## config.mk

```make
export PLATFORM = sky130hd
export DESIGN_NAME = rv_fetch_align
export DESIGN_NICKNAME = d
export VERILOG_FILES = /design/src/rtl/rv_fetch_align.sv
export SDC_FILE = /design/constraint.sdc
export NUM_CORES = 1
export LEC_CHECK = 0
export CORE_ASPECT_RATIO = 0.6
export CORE_MARGIN = 3
export CORE_UTILIZATION = 40
export DETAILED_ROUTE_END_ITERATION = 16
export GPL_ROUTABILITY_DRIVEN = 0
export HOLD_SLACK_MARGIN = 0.12
export PLACE_DENSITY = 0.59
export SLEW_MARGIN = 10
export SYNTH_ARGS = -nofsm -noshare
export SYNTH_HDL_FRONTEND = slang
export SYNTH_SLANG_ARGS = --single-unit
```

## constraint.sdc

```tcl
create_clock -name clk -period 4.7 [get_ports clk]
set_input_delay 1.175 -clock clk [delete_from_list [all_inputs] [get_ports clk]]
set_output_delay 1.175 -clock clk [all_outputs]
set_load 0.02 [all_outputs]
```

## src/rtl/rv_fetch_align.sv

```systemverilog
// rv_fetch_align: halfword-queue fetch aligner delivering one 16/32-bit instruction per cycle to decode
// Ports:
//   clk, rst_n                      clock, asynchronous active-low reset
//   i_flush, i_flush_pc             redirect and its halfword-aligned target
//   i_in_valid, o_in_ready, i_in_data   fetch word handshake, little-endian halfwords
//   o_out_valid, i_out_ready        instruction handshake
//   o_out_instr, o_out_raw          expanded instruction, raw bits (upper half zero when compressed)
//   o_out_pc, o_out_rv16            instruction PC, compressed flag
module rv_fetch_align #(
  parameter int FETCH_W = 64,
  parameter int QDEPTH = 8,
  parameter bit RVC_EN = 1'b1,
  parameter logic [31:0] RESET_PC = 32'h0
) (
  input  logic               clk,
  input  logic               rst_n,
  input  logic               i_flush,
  input  logic [31:0]        i_flush_pc,
  input  logic               i_in_valid,
  output logic               o_in_ready,
  input  logic [FETCH_W-1:0] i_in_data,
  output logic               o_out_valid,
  input  logic               i_out_ready,
  output logic [31:0]        o_out_instr,
  output logic [31:0]        o_out_raw,
  output logic [31:0]        o_out_pc,
  output logic               o_out_rv16
);
  localparam int NHW = FETCH_W / 16;
  localparam int AW = $clog2(QDEPTH);
  localparam int SW = $clog2(NHW);
  localparam logic [AW:0] CNT_LIM = (AW+1)'(QDEPTH - NHW);
  logic [15:0]   r_q [QDEPTH];
  logic [AW-1:0] r_head, r_tail;
  logic [AW:0]   r_count;
  logic [SW-1:0] r_skip;
  logic [31:0]   r_pc;
  logic [AW-1:0] w_head1;
  logic [15:0]   w_h0, w_h1;
  logic          w_long, w_push, w_pop;
  logic [AW:0]   w_npush, w_npop;
  logic [31:0]   w_exp;
  assign w_head1 = r_head + AW'(1);
  assign w_h0 = r_q[r_head];
  assign w_h1 = r_q[w_head1];
  assign w_long = !RVC_EN || w_h0[1:0] == 2'b11;
  assign o_out_valid = ~i_flush & (w_long ? r_count > (AW+1)'(1) : r_count != '0);
  // free space is judged on the pre-pop count so in_ready never depends on out_ready
  assign o_in_ready = ~i_flush & (r_count <= CNT_LIM);
  assign w_push = i_in_valid & o_in_ready;
  assign w_pop = o_out_valid & i_out_ready;
  // the first word after a redirect only contributes halfwords at and above the target
  assign w_npush = (AW+1)'(NHW) - (AW+1)'(r_skip);
  assign w_npop = w_long ? (AW+1)'(2) : (AW+1)'(1);
  assign o_out_raw = w_long ? {w_h1, w_h0} : {16'h0, w_h0};
  assign o_out_instr = w_long ? o_out_raw : w_exp;
  // gated on occupancy because the queue storage is not reset
  assign o_out_rv16 = ~w_long & (r_count != '0);
  assign o_out_pc = r_pc;
  rv16torv32 u_exp (
    .i_instr(w_h0),
    .o_instr(w_exp)
  );
  always_ff @(posedge clk)
    for (int i = 0; i < NHW; i++)
      if (w_push && SW'(i) >= r_skip)
        r_q[r_tail + AW'(i) - AW'(r_skip)] <= i_in_data[16*i +: 16];
  always_ff @(posedge clk or negedge rst_n)
    if (!rst_n) begin
      r_head  <= '0;
      r_tail  <= '0;
      r_count <= '0;
      r_skip  <= RESET_PC[SW:1];
      r_pc    <= RESET_PC;
    end else if (i_flush) begin
      r_head  <= r_tail;
      r_count <= '0;
      r_skip  <= i_flush_pc[SW:1];
      r_pc    <= i_flush_pc;
    end else begin
      if (w_push) begin
        r_tail <= r_tail + AW'(w_npush);
        r_skip <= '0;
      end
      if (w_pop) begin
        r_head <= r_head + AW'(w_npop);
        r_pc   <= r_pc + (w_long ? 32'd4 : 32'd2);
      end
      r_count <= r_count + (w_push ? w_npush : '0) - (w_pop ? w_npop : '0);
    end
endmodule

// rv16torv32: combinational RV32C to RV32I expander; illegal encodings map to 32'h0
// Ports:
//   i_instr  16-bit compressed instruction
//   o_instr  equivalent 32-bit instruction
module rv16torv32 (
  input  logic [15:0] i_instr,
  output logic [31:0] o_instr
);
  logic [15:0] c;
  logic [4:0]  w_rd, w_rs2, w_rdp, w_rs1p;
  logic [31:0] w_jal, w_alu;
  assign c = i_instr;
  assign w_rd = c[11:7];
  assign w_rs2 = c[6:2];
  assign w_rdp = {2'b01, c[4:2]};
  assign w_rs1p = {2'b01, c[9:7]};
  // shared by C.JAL (link x1) and C.J (link x0); c[15] tells them apart
  assign w_jal = {c[12], c[8], c[10:9], c[6], c[7], c[2], c[11], c[5:3], c[12], {8{c[12]}},
                  4'b0, ~c[15], 7'b1101111};
  // C.SRLI / C.SRAI / C.ANDI / register-register group; c[6:5] selects SUB/XOR/OR/AND
  assign w_alu = c[11:10] == 2'b00 ? {7'b0, c[6:2], w_rs1p, 3'b101, w_rs1p, 7'b0010011} :
                 c[11:10] == 2'b01 ? {7'b0100000, c[6:2], w_rs1p, 3'b101, w_rs1p, 7'b0010011} :
                 c[11:10] == 2'b10 ? {{7{c[12]}}, c[6:2], w_rs1p, 3'b111, w_rs1p, 7'b0010011} :
                 c[12] ? 32'h0 :
                 {c[6:5] == 2'b00 ? 7'b0100000 : 7'b0, w_rdp, w_rs1p,
                  c[6] | c[5], c[6], c[6] & c[5], w_rs1p, 7'b0110011};
  always_comb begin
    o_instr = 32'h0;
    case ({c[15:13], c[1:0]})
      5'b000_00: o_instr = c[12:5] == 8'h0 ? 32'h0 :
                           {2'b0, c[10:7], c[12:11], c[5], c[6], 2'b00, 5'd2, 3'b000, w_rdp, 7'b0010011};
      5'b010_00: o_instr = {5'b0, c[5], c[12:10], c[6], 2'b00, w_rs1p, 3'b010, w_rdp, 7'b0000011};
      5'b110_00: o_instr = {5'b0, c[5], c[12], w_rdp, w_rs1p, 3'b010, c[11:10], c[6], 2'b00, 7'b0100011};
      5'b000_01: o_instr = {{7{c[12]}}, c[6:2], w_rd, 3'b000, w_rd, 7'b0010011};
      5'b001_01: o_instr = w_jal;
      5'b010_01: o_instr = {{7{c[12]}}, c[6:2], 5'd0, 3'b000, w_rd, 7'b0010011};
      5'b011_01: o_instr = w_rd == 5'd2 ?
                           {{3{c[12]}}, c[4:3], c[5], c[2], c[6], 4'b0, 5'd2, 3'b000, 5'd2, 7'b0010011} :
                           {{15{c[12]}}, c[6:2], w_rd, 7'b0110111};
      5'b100_01: o_instr = w_alu;
      5'b101_01: o_instr = w_jal;
      5'b110_01,
      5'b111_01: o_instr = {{4{c[12]}}, c[6:5], c[2], 5'd0, w_rs1p, 2'b00, c[13],
                            c[11:10], c[4:3], c[12], 7'b1100011};
      5'b000_10: o_instr = {7'b0, c[6:2], w_rd, 3'b001, w_rd, 7'b0010011};
      5'b010_10: o_instr = {4'b0, c[3:2], c[12], c[6:4], 2'b00, 5'd2, 3'b010, w_rd, 7'b0000011};
      5'b100_10: o_instr = !c[12] ?
                           (w_rs2 == 5'd0 ? {12'b0, w_rd, 3'b000, 5'd0, 7'b1100111} :
                                            {7'b0, w_rs2, 5'd0, 3'b000, w_rd, 7'b0110011}) :
                           (w_rs2 != 5'd0 ? {7'b0, w_rs2, w_rd, 3'b000, w_rd, 7'b0110011} :
                            w_rd == 5'd0  ? 32'h00100073 :
                                            {12'b0, w_rd, 3'b000, 5'd1, 7'b1100111});
      5'b110_10: o_instr = {4'b0, c[8:7], c[12], w_rs2, 5'd2, 3'b010, c[11:9], 2'b00, 7'b0100011};
      default:   o_instr = 32'h0;
    endcase
  end
endmodule

```

# [Word level (Yosys, flattened, before mapping)]
# Memories as Yosys holds them, arrays and structs flattened.
# Cells that the tools add are included.
[word_totals] ff_bits=44 ramBits=128 n_memories=1
[classes] n_addsub=14 n_lt_le_gt_ge=6 n_eq_ne=18 muxes=34 bitwise=10 n_reduce_logical=17
[mem_list] name="r_q" depth=8 word_bits=16 rd=2 rd_ports_with_merged_regs=0 wr=4 line="33" source="logic [15:0] r_q [QDEPTH];"
[ops] cell="case mux 32 bit (13 select lines)" n=1
[ops] cell="2-to-1 mux 32 bit" n=9
[ops] cell="== test 5 bit, second input constant" n=7
[ops] cell="adder 32 x 3 -> 32 bit" n=1
[ops] cell="2-to-1 mux 31 bit" n=1
[ops] cell="2-to-1 mux 30 bit" n=1
[ops] cell="2-to-1 mux 29 bit" n=1
[ops] cell="2-to-1 mux 25 bit" n=1
[ops] cell="2-to-1 mux 21 bit" n=1
[ops] cell="== test 5 x 4 -> 1 bit, second input constant" n=4
[ops] cell="zero test 5 bit" n=3
[ops] cell="subtractor 3 x 2 -> 3 bit" n=4
[ops] cell="== test 5 x 2 -> 1 bit, second input constant" n=2
[ops] cell="2-to-1 mux 1 bit" n=9
[ops] cell="2-to-1 mux 3 bit" n=3
[ops] cell="zero test 8 bit" n=1
[ops] cell="2-to-1 mux 2 bit" n=4
[ops] cell="2-to-1 mux 4 bit" n=2
[ops] cell="adder 3 x 1 -> 3 bit, second input constant" n=2
[ops] cell="adder 3 x 2 -> 3 bit, second input constant" n=2
[ops] cell="AND 1 bit" n=6
[ops] cell="2-to-1 mux 6 bit" n=1
[ops] cell="== test 5 x 1 -> 1 bit, second input constant" n=1
[ops] cell="== test 5 x 3 -> 1 bit, second input constant" n=1
[ops] cell="20 further kinds" n=31

# [Logic depth before layout (Yosys ltp)]
# Gate-level depths: netlist of the first run.
# An unclocked memory read counts as a cell.
[depth] ltp_word=9 mapped_depth=16 mapped_depth_nobuf=14

# [Modules after synthesis]
# From an unflattened synthesis of the first run, not the netlist that was laid out.
[hier_totals] hier_cells=1523 area_unflattened_um2=13792.0
[modules_own_cells] mod="rv_fetch_align" n_inst=1 cells_per_inst=1301 area_per_inst_um2=12563.3 seq_area_each_um2=4944.7
[modules_own_cells] mod="rv16torv32" n_inst=1 cells_per_inst=222 area_per_inst_um2=1228.7 seq_area_each_um2=0.0

# [Worst setup path after synthesis of the first run]
# No wires, ideal clock.
[synth_timing] kind="register to output" startpoint="register r_head[0]" endpoint="output o_out_instr[16]" arrival_ns=2.854 required_time_ns=3.525 slack_ns=0.671 path_stages_with_launch=9 n_path_buf=2 cell_sequence="dfrtp_1 -> ha_1 -> clkbuf_1 -> buf_1 -> mux4_2 -> nand2_1 -> a21oi_1 -> a2111oi_0 -> o211ai_1"
[synth_via] word_cells_on_any_way=41
[synth_rtl] item="start: declaration" line="34" source="logic [AW-1:0] r_head, r_tail;"
[synth_rtl] item="start signal: assignment" line="76" source="r_head <= r_tail;"
[synth_rtl] item="start signal: assignment" line="86" source="r_head <= r_head + AW'(w_npop);"
[synth_rtl] item="adder 3 x 1 -> 3 bit / memory (8 x 16 bit) (equally long branches)"
[synth_rtl] item="memory (8 x 16 bit) (*)"
[synth_rtl] item="2-to-1 mux 32 bit (*)" line="55" source="assign o_out_raw = w_long ? {w_h1, w_h0} : {16'h0, w_h0};"
[synth_rtl] item="via o_out_raw[16]" line="25" source="output logic [31:0] o_out_raw,"
[synth_rtl] item="2-to-1 mux 32 bit (*)" line="56" source="assign o_out_instr = w_long ? o_out_raw : w_exp;"
[synth_rtl] item="end: declaration" line="24" source="output logic [31:0] o_out_instr,"
# Mark *: on every way through the listed nets, which the timed path passes. The rest lies on a longest branch.

# [Worst setup path after layout of the first run]
[layout_timing] startpoint="register r_head[2]" endpoint="output o_out_instr[11]"
[layout_via] elab_chain_len=7 word_cells_on_any_way=35
[layout_rtl] item="memory (8 x 16 bit) (*)"
[layout_rtl] item="== test 2 bit" line="115" source="c[11:10] == 2'b10 ? {{7{c[12]}}, c[6:2], w_rs1p, 3'b111, w_rs1p, 7'b0010011} :"
[layout_rtl] item="2-to-1 mux 32 bit" line="115"
[layout_rtl] item="2-to-1 mux 32 bit" line="114" source="c[11:10] == 2'b01 ? {7'b0100000, c[6:2], w_rs1p, 3'b101, w_rs1p, 7'b0010011} :"
[layout_rtl] item="2-to-1 mux 32 bit" line="113" source="assign w_alu = c[11:10] == 2'b00 ? {7'b0, c[6:2], w_rs1p, 3'b101, w_rs1p, 7'b0010011} :"
[layout_rtl] item="case mux 32 bit (13 select lines)" line="121" source="case ({c[15:13], c[1:0]})"
[layout_rtl] item="2-to-1 mux 32 bit (*)" line="56"
# Every way passes the cells marked *; elsewhere a longest branch is shown, timed or not.

==> flow_summary.toml, run 1 <==
[logic_synthesis]
synthFlopType = "edfxtp_1"
syn-cell-area_um2 = 13500
ys_async_sr_fraction_pct = 25.6
yosys_warnings = 0
yosys_register_bits = 172
postSynthNetCount = 1677
ys_types = 79
synth_edf_count = 128
syn_avg_cell_area_um2 = 8.74
syn-instance-count = 1550
ys_seq_area_share_pct = 36.5

[global_routing]
grt_pass1_vias = 12600
grt_pass1_wl_um = 83800
grt_remaining_overflow = 0
antenna_found_initial = 1
grt_use_total_pct = 30.8
grt_max_degree = 74

[cts]
insertion_delay_ns = 0.44
root_buffer = "clkbuf_16"
cts_tree = "built"
clkSlewWorstSetupHoldPaths_ns = 0.07
htreeDepth = 4
clock-sinks = 172
clock_path_buffers = 2
cts_inserted_buffers = 17

[floorplan]
die_h_um = 149
io_pins = 200
fp.dieArea_um2 = 36200
start_util_pct = 41.2
die_w_um = 244
num_rows = 51
coreArea_um2 = 32900

[timing]
setup_tns_ns = 0
rsz0062_at_grt = "true"
finalClockSkew_ns = 0.0131
min_period_ns = 4.67
maxSlewViolCount = 0
fin_crit_sh_pct = 99.4
tightestPinTransition_ns = 0.882
max_freq_ghz = 0.214
relSlewSlack_pct = 41.2
hold_viol_final = 0
setup_violations = 0

[setup_path]
startpoint_type = "flop"
r2r_start = "r_head[2]$_DFFE_PN0N_"
endpoint_kind = "output pin"
timing.rr.end = "o_out_pc[31]$_DFFE_PN0N_"
critPathKind = "flop to output pin"
ff2ff_path_depth = 16
cp_data_required_time_ns = 3.52
reg2reg_setup_slack_ns = 0.51
worstPathMaxFanout = 7
critPathArrivalTime_ns = 3.50

[power]
p_per_area_nw_per_um2 = 794
clkPwrFrac_pct = 9.9
p_leak_uw = 0.00616
pwr-share-seq_pct = 19.3
combPwrFrac_pct = 70.8
switchingPower_uw = 6780
ir_drop_mv = 0.647
total_power_uw = 13300
switching_share_pct = 51.0
p_int_uw = 6530

[layout]
mostFrequentLayoutCells = "nand2_1, clkdlybuf4s50_1, a31oi_1"
final_util_pct = 51.0
area_growth_pct = 23.8
final_common_cell = "nand2_1"
drive_above_1_share_pct = 15.4
stdcell_area_um2 = 16800
finalNetCount = 1810
final_cells = 2147

[routing]
ant_nets = 0
vias_per_cell = 6.51
wl_per_cell_um = 26.5
first_pass_iters = 8
top_layer = "met5"
dr_total_vias = 14000
drtIter0Drc = 2710
wl_met2_um = 20700
wl_met1_um = 24200
totalWireLength_um = 56900
drc_errors = 0
wl_met3_um = 11000

[worst_hold_path]
min_path_cells = 1
min_path_type = "flop to flop"
min_from = "o_out_pc[0]$_DFFE_PN0P_"
holdPathEnd = "o_out_pc[0]$_DFFE_PN0P_"

[job]
drv_cap = 0

[place]
hpwlAfterDp_um = 44100
placed_area_um2 = 16000
dp.cells = 2102
portBuffers = 199

[outcome]
status = "finished, final reports clean"
==> kinds of logic (layout without fill, tap and decap cells) <==
kind of cell	after synthesis	in the layout	share of synthesized area, %
XOR/XNOR	46	46	2.98
AND/OR/NAND/NOR	582	582	19.0
AO/OA/AOI/OAI	414	414	19.4
multiplexers	94	94	12.8
flip-flops	172	172	36.5
other	0	1	0
adder cells (fa/ha/maj)	26	26	2.74
buffers and inverters	216	362	6.61
==> per-stage QoR <==
stage / hold slack [ns] / setup slack (ns)
finish: 0.514 / 0.0284
global route: 0.529 / -0.0580
CTS: 0.524 / 0.00440
detailed placement: 0.508 / 0.120
global placement: 0.493 / 0.195
floorplan: 0.526 / 0.671
==> synthesized netlist by cell type, types with 4 or more instances <==
cell type,count,area [µm²]
ha_1,20,250
nor2_1,55,206
nand2b_1,13,81.3
clkbuf_1,75,282
xor2_1,12,105
a21oi_1,35,175
buf_1,67,251
nand4_1,5,31.3
nand3_1,29,145
nor4_2,4,50.1
nand2_1,383,1440
nor3_1,22,110
buf_2,24,120
o22ai_1,129,807
o21ai_1,20,100
buf_4,4,30.0
edfxtp_1,128,3840
a22oi_1,4,30.0
o21ai_0,37,185
dfrtp_1,44,1100
fa_1,6,120
and2_1,9,56.3
mux2_2,12,135
o211ai_1,15,113
or2_2,7,43.8
inv_1,31,116
or3_1,9,56.3
nor4_1,8,50.1
mux2i_1,19,190
inv_2,8,30.0
and2_0,4,25.0
o31ai_1,6,45.0
nor2b_1,7,43.8
mux4_2,58,1310
and3_1,9,56.3
buf_6,5,56.3
a31oi_1,130,813
xnor2_1,34,298
==> per-layer routing <==
| layer | up-vias | track usage [%] |
|---|---|---|
| met5 | - | 1.47 |
| met4 | 4 | 3.14 |
| met3 | 127 | 18.1 |
| met2 | 1172 | 37.8 |
| met1 | 6688 | 46.6 |
| li1 | 5989 | - |
==> worst max-delay path by stage <==
stage	cells past startpoint	to	startpoint	slack (ns)
global placement	11	o_out_instr[20]	r_head[1]$_DFFE_PN0N_	0.20
global route	9	o_out_instr[11]	r_head[1]$_DFFE_PN0N_	-0.06
floorplan	8	o_out_instr[16]	r_head[0]$_DFFE_PN0N_	0.67
finish	10	o_out_instr[11]	r_head[2]$_DFFE_PN0N_	0.03
CTS	10	o_out_instr[6]	r_head[1]$_DFFE_PN0N_	0.004
detailed placement	11	o_out_instr[20]	r_head[1]$_DFFE_PN0N_	0.12
==> power by group through the flow <==
| stage | Clock, µW | Combinational, µW | Sequential (µW) |
|---|---|---|---|
| detailed placement | 0 | 9200 | 2590 |
| finish | 1320 | 9420 | 2560 |
| floorplan | 0 | 5530 | 2380 |
| global placement | 0 | 9160 | 2570 |
| global route | 1410 | 9920 | 2590 |
| CTS | 1340 | 9050 | 2530 |
==> worst max-delay path, cell delays in order (launching register included) <==
cell,delay (ns)
dfrtp_4,0.55
clkbuf_4,0.20
buf_4,0.18
mux4_2,0.31
mux2i_2,0.36
nand2_1,0.20
nor3_2,0.24
nand3_1,0.18
a31oi_1,0.23
nor2_1,0.07
clkdlybuf4s50_1,0.54
==> final cells by class <==
type / instances / area [µm²]
Antenna cell: 1 / 2.50
Clock buffer: 18 / 429
Clock inverter: 14 / 129
Fill cell: 3034 / 16100
Inverter: 40 / 151
Multi-Input combinational cell: 1162 / 7840
Sequential cell: 172 / 4950
Tap cell: 450 / 563
Timing Repair Buffer: 290 / 2700
==> registers in the layout (all words and copies together), names as in the netlist <==
| register | flops |
|---|---|
| r_skip | 2 |
| r_q | 128 |
| r_count | 4 |
| r_tail | 3 |
| r_head | 3 |
| o_out_pc | 32 |
==> repair_timing <==
| item | in CTS | in global routing |
|---|---|---|
| gates resized for setup | 43 | 33 |
| endpoints found under the hold margin | 0 | 0 |
| setup buffers | 9 | 3 |
| setup endpoints to repair | 31 | 33 |
| hold buffers | 0 | 0 |
| pin swaps | 3 | 4 |
| cloned | 0 | 0 |
Note: power is estimated with default switching activity, not from simulation.
==> inputs of run 2 (changes only) <==
--- a/config.mk
+++ b/config.mk
@@ -7,12 +7,13 @@
 export LEC_CHECK = 0
 export CORE_ASPECT_RATIO = 0.6
 export CORE_MARGIN = 3
-export CORE_UTILIZATION = 40
+export CORE_UTILIZATION = 30
 export DETAILED_ROUTE_END_ITERATION = 16
 export GPL_ROUTABILITY_DRIVEN = 0
 export HOLD_SLACK_MARGIN = 0.12
-export PLACE_DENSITY = 0.59
+export PLACE_DENSITY = 0.46
 export SLEW_MARGIN = 10
 export SYNTH_ARGS = -nofsm -noshare
 export SYNTH_HDL_FRONTEND = slang
+export SYNTH_HIERARCHICAL = 1
 export SYNTH_SLANG_ARGS = --single-unit
==> run 2 against run 1 <==
The flow now finishes with violations (setup timing). Cell count rose by 11%. Flip-flop and latch count did not move. Clock skew rose by 0.0077 ns. Synthesized cell count fell by 1.7%. Global-route usage fell by 5.3 points. Maximum frequency fell by 11%. Die area rose by 35%. Via count rose by 0.55%. First-iteration DRC count fell by 22%. Highest routed layer unchanged.
==> flow_summary.toml, run 2 <==
[setup_path]
critPathKind = "flop to output pin"
cpPeakStageDelay_ns = 0.53
startpoint_type = "flop"
path_common_cell = "or4_4"
crit_chain = "buf_12 -> mux4_2 -> mux2_4 -> or4_4 -> or4_4 -> and2_4 -> or4_4 -> a221o_1 -> mux2_4 -> buf_6"
cp_data_required_time_ns = 3.52
critPathArrivalTime_ns = 4.10
worstPathMaxFanout = 8
slowest_stage = "or4_4"
endpoint_kind = "output pin"

[logic_synthesis]
synthFlopType = "edfxtp_1"
ys_types = 73
yosysTopAreaCell = "edfxtp_1"
synth_edf_count = 128
syn-cell-area_um2 = 13800
ys_seq_area_share_pct = 35.9
yosys_warnings = 6
synth_most_common_cell = "nand2_1"
yosys_register_bits = 172
syn_avg_cell_area_um2 = 9.06
syn-instance-count = 1523
yosysTopAreaCellShare_pct = 27.9
synthTopCellsByCount = "nand2_1, edfxtp_1, o22ai_1, a31oi_1, clkbuf_1"
synthTopCellsByArea = "edfxtp_1, mux4_2, nand2_1"
postSynthNetCount = 1650
ys_async_sr_fraction_pct = 25.6

[routing]
totalWireLength_um = 63300
drtIter0Drc = 2103
dr_total_vias = 14100
vias_per_cell = 5.91
first_pass_iters = 5
ant_nets = 0
drc_errors = 0
wl_per_cell_um = 26.6

[floorplan]
start_util_pct = 30.6
coreArea_um2 = 45100
fp.dieArea_um2 = 48700
die_h_um = 172
num_rows = 60
die_w_um = 283
io_pins = 200

[place]
portBuffers = 199
placed_area_um2 = 17200
dp.cells = 2328
hpwlAfterDp_um = 48300

[timing]
setup_violations = 27
finalClockSkew_ns = 0.0208
setup_ws_ns = -0.574
hold_viol_final = 0
relSlewSlack_pct = 24.9
tightestPinTransition_ns = 1.12
fin_crit_sh_pct = 112
max_freq_ghz = 0.190
rsz0062_at_grt = "true"
maxSlewViolCount = 0
min_period_ns = 5.27

[cts]
clock_path_buffers = 2
cts_hold_buf = 0
cts_inserted_buffers = 17
root_buffer = "clkbuf_16"
clkSlewWorstSetupHoldPaths_ns = 0.08
insertion_delay_ns = 0.45
htreeDepth = 4
clock-sinks = 172
cts_tree = "built"

[layout]
final_util_pct = 40.8
top_register = "r_q"
mostFrequentLayoutCells = "nand2_1, buf_4, clkdlybuf4s50_1"
final_common_cell = "nand2_1"
final_cells = 2377
largest_reg_flops = 128
area_growth_pct = 33.6
finalNetCount = 1870
drive_above_1_share_pct = 24.6
stdcell_area_um2 = 18400

[global_routing]
grt_pass1_vias = 12900
grt_remaining_overflow = 0
grt_max_degree = 31
antenna_found_initial = 6
grt_use_total_pct = 25.5
grt_pass1_wl_um = 91300

[power]
ir_drop_mv = 0.389
p_leak_uw = 0.00708
p_per_area_nw_per_um2 = 859
total_power_uw = 15800

[outcome]
status = "complete, but fails checks"
violations = "setup timing"

[job]
drv_cap = 0

[worst_hold_path]
min_path_type = "flop to flop"
==> run 2: final timing paths <==
kind                                          from                        to  slack, ns  depth (start not counted)
setup / recovery             r_head[1]$_DFFE_PN0N_           o_out_instr[10]      -0.57                         10
setup reg to reg             r_head[0]$_DFFE_PN0N_  o_out_pc[23]$_DFFE_PN0N_       0.17                         16
hold / removal             o_out_pc[0]$_DFFE_PN0P_   o_out_pc[0]$_DFFE_PN0P_       0.54                          1
min in group asynchronous                    rst_n     r_tail[0]$_DFFE_PN0P_       0.67                          1
max in group asynchronous                    rst_n     r_head[2]$_DFFE_PN0N_       3.20                          2
hold reg to reg            o_out_pc[0]$_DFFE_PN0P_   o_out_pc[0]$_DFFE_PN0P_       0.54                          1
==> run 2: metal layers <==
metal	track usage, %	wire length (µm)	part of all wire, %	up-vias
li1	-	-	-	6181
met1	41.0	30900	49	6947
met2	32.0	23500	37	872
met3	9.58	8480	13	51
met4	2.85	437	0.69	6
met5	0	39	0.062	-
==> run 2: layout make-up <==
cell class                      instances  area (µm²)
Antenna cell                            1        2.50
Clock buffer                           17         425
Clock inverter                         15         204
Fill cell                            4398       26700
Inverter                               30         115
Multi-Input combinational cell       1147        8470
Sequential cell                       172        4950
Tap cell                              620         776
Timing Repair Buffer                  375        3490
==> run 2: critical path, delay by kind of cell, from the launching register on <==
family,cells,cell delay [ns]
buffers and inverters,2,0.28
muxes,3,1.09
and+or+nand+nor,4,1.53
AOI/OAI and AO/OA,1,0.33
DFF,1,0.42
==> run 2: cell families (layout without fill, tap and decap cells) <==
kind of cell               Yosys count  in the layout  share of synthesized area [%]
and+or+nand+nor                    519            519                           16.6
adders and majority gates           26             26                           2.69
muxes                              155            155                           17.4
DFF                                172            172                           35.9
buffers and inverters              204            437                           5.97
other                                0              1                              0
AOI/OAI and AO/OA                  423            423                           20.0
xor gates and xnor gates            24             24                           1.52
==> run 2: what timing repair did <==
action                     in CTS  in global routing
buffers inserted                8                  9
pin swaps                      12                 22
setup endpoints to repair      51                 41
resized for setup             217                 87
gates cloned                    0                  1
==> run 2: report_power, final <==
part	leakage, µW	switching (µW)	internal [µW]
logic	0.00508	6610	5200
clock network	0.000305	736	739
registers	0.00169	333	2200
==> run 2: per-stage QoR <==
step | hold WS [ns] | setup WS, ns | setup TNS (ns)
after floorplan | 0.507 | -0.330 | -0.473
after global placement | 0.490 | -0.541 | -8.63
after detailed placement | 0.523 | -0.565 | -9.79
after CTS | 0.542 | -0.585 | -4.21
after global routing | 0.549 | -0.661 | -7.65
final | 0.535 | -0.574 | -4.79
==> inputs of run 3 (changes only) <==
--- a/config.mk
+++ b/config.mk
@@ -15,5 +15,4 @@
 export SLEW_MARGIN = 10
 export SYNTH_ARGS = -nofsm -noshare
 export SYNTH_HDL_FRONTEND = slang
-export SYNTH_HIERARCHICAL = 1
 export SYNTH_SLANG_ARGS = --single-unit
==> run 3 against run 2 <==
The run now ends clean. Sequential power about the same. Count of clock-buffer cells in the layout unchanged. Critical endpoint is now o_out_instr[7]. Flip-flop and latch count did not move. Critical path depth rose by 1.
==> flow_summary.toml, run 3 (same netlist as run 1, synthesis figures left out) <==
[place]
portBuffers = 199
hpwlAfterDp_um = 48300
dp_slack_ns = 0.108
placed_area_um2 = 16300

[timing]
tightestPinTransition_ns = 0.935
setup_ws_ns = 0.0624
hold_viol_final = 0
setup_tns_ns = 0
min_period_ns = 4.64
fin_crit_sh_pct = 98.7
max_freq_ghz = 0.216
finalClockSkew_ns = 0.0184
hold_ws_ns = 0.509
rsz0062_at_grt = "true"
maxSlewViolCount = 0
relSlewSlack_pct = 37.7
setup_violations = 0

[layout]
stdcell_area_um2 = 17000
multi_input_area_um2 = 7810
mostFrequentLayoutCells = "nand2_1, clkdlybuf4s50_1, a31oi_1"
largest_reg_flops = 128
finalNetCount = 1827
area.sequential_um2 = 4950
final_common_cell = "nand2_1"
top_register = "r_q"
n_fill_cell = 4384
drive_above_1_share_pct = 16.1
area_growth_pct = 25.7

[power]
switchingPower_uw = 6970
p_leak_uw = 0.00620
total_power_uw = 13500
p_per_area_nw_per_um2 = 795
switching_share_pct = 51.5
clkPwrFrac_pct = 10.6
combPwrFrac_pct = 70.5
pwr-share-seq_pct = 18.9
p_int_uw = 6560
ir_drop_mv = 0.402

[cts]
cts_inserted_buffers = 17
clock-sinks = 172
cts_tree = "built"
htreeDepth = 4
insertion_delay_ns = 0.45
clock_path_buffers = 2
root_buffer = "clkbuf_16"
clkSlewWorstSetupHoldPaths_ns = 0.08
cts_hold_buf = 0

[outcome]
status = "finished, final reports clean"

[setup_path]
timing.rr.end = "o_out_pc[31]$_DFFE_PN0N_"
startpoint = "r_head[1]$_DFFE_PN0N_"
critPathKind = "flop to output pin"
critPathArrivalTime_ns = 3.46
startpoint_type = "flop"
ff2ff_path_depth = 16
endpoint_kind = "output pin"
reg2reg_setup_slack_ns = 0.50
worstPathMaxFanout = 13
cp-endpoint = "o_out_instr[7]"
cp_data_required_time_ns = 3.52
r2r_start = "r_head[1]$_DFFE_PN0N_"

[routing]
ant_nets = 0
wl_met3_um = 9600
wl_met1_um = 30500
drc_errors = 0
totalWireLength_um = 62600
top_layer = "met5"
first_pass_iters = 8
vias_per_cell = 6.02
drtIter0Drc = 2119
dr_total_vias = 13800
wl_met2_um = 21700
wl_per_cell_um = 27.3

[floorplan]
fp.dieArea_um2 = 47800
die_w_um = 280
coreArea_um2 = 43900
die_h_um = 171
start_util_pct = 30.8
num_rows = 59
io_pins = 200

[worst_hold_path]
min_path_type = "flop to flop"

[job]
drv_cap = 0

[global_routing]
grt_max_degree = 67
grt_use_total_pct = 25.8
antenna_found_initial = 4
grt_pass1_vias = 12700
grt_pass1_wl_um = 91100
grt_remaining_overflow = 0
==> run 3: timing repair <==
action                                  in CTS  in global routing
setup buffers                                5                  2
pin swaps                                    1                  2
resized for setup                           45                 25
endpoints found under the setup margin      31                 25
==> run 3: how the worst min path moves through the flow <==
stage                                    to                    start  cells past startpoint
CTS                 o_out_pc[0]$_DFFE_PN0P_  o_out_pc[0]$_DFFE_PN0P_                      1
global route        o_out_pc[0]$_DFFE_PN0P_  o_out_pc[0]$_DFFE_PN0P_                      1
detailed placement  o_out_pc[0]$_DFFE_PN0P_  o_out_pc[0]$_DFFE_PN0P_                      1
finish              o_out_pc[0]$_DFFE_PN0P_  o_out_pc[0]$_DFFE_PN0P_                      1
floorplan             r_tail[0]$_DFFE_PN0P_    r_tail[0]$_DFFE_PN0P_                      1
global placement    o_out_pc[0]$_DFFE_PN0P_  o_out_pc[0]$_DFFE_PN0P_                      1
==> run 3: per-layer routing <==
metal / vias to the layer above / global-route usage, %
li1: 6025 / -
met4: 6 / 3.27
met2: 1076 / 30.2
met3: 79 / 11.4
met5: - / 1.48
met1: 6634 / 41.9
==> run 3: layout make-up <==
cell class	instances	area share [%]
Antenna cell	4	0.0588
Tap cell	579	4.26
Clock inverter	15	0.993
Sequential cell	172	29.1
Timing Repair Buffer	307	16.3
Clock buffer	17	2.50
Multi-Input combinational cell	1162	45.9
Inverter	40	0.890
==> run 3: critical path: stages (launching register included) <==
cell,delay (ns)
dfrtp_2,0.45
mux4_2,0.53
mux2_2,0.30
buf_4,0.17
buf_4,0.19
nor2_2,0.14
nand3_1,0.15
nor4_2,0.30
buf_4,0.19
nand3_1,0.10
nand4_1,0.13
dlygate4sd2_1,0.36
==> run 3: power groups by stage <==
stage	Combinational [µW]	Sequential [µW]	Clock (µW)
floorplan	5530	2380	0
global placement	9530	2560	0
detailed placement	9510	2570	0
CTS	9310	2530	1460
global route	10100	2580	1520
finish	9530	2560	1430
==> run 3: through the flow <==
step / cells / utilization, %
global placement: 2253 / 37.1
CTS: 2290 / 38.6
finish: 2296 / 38.7
floorplan: 1550 / -
detailed placement: 2253 / 37.1
global route: 2294 / 38.7
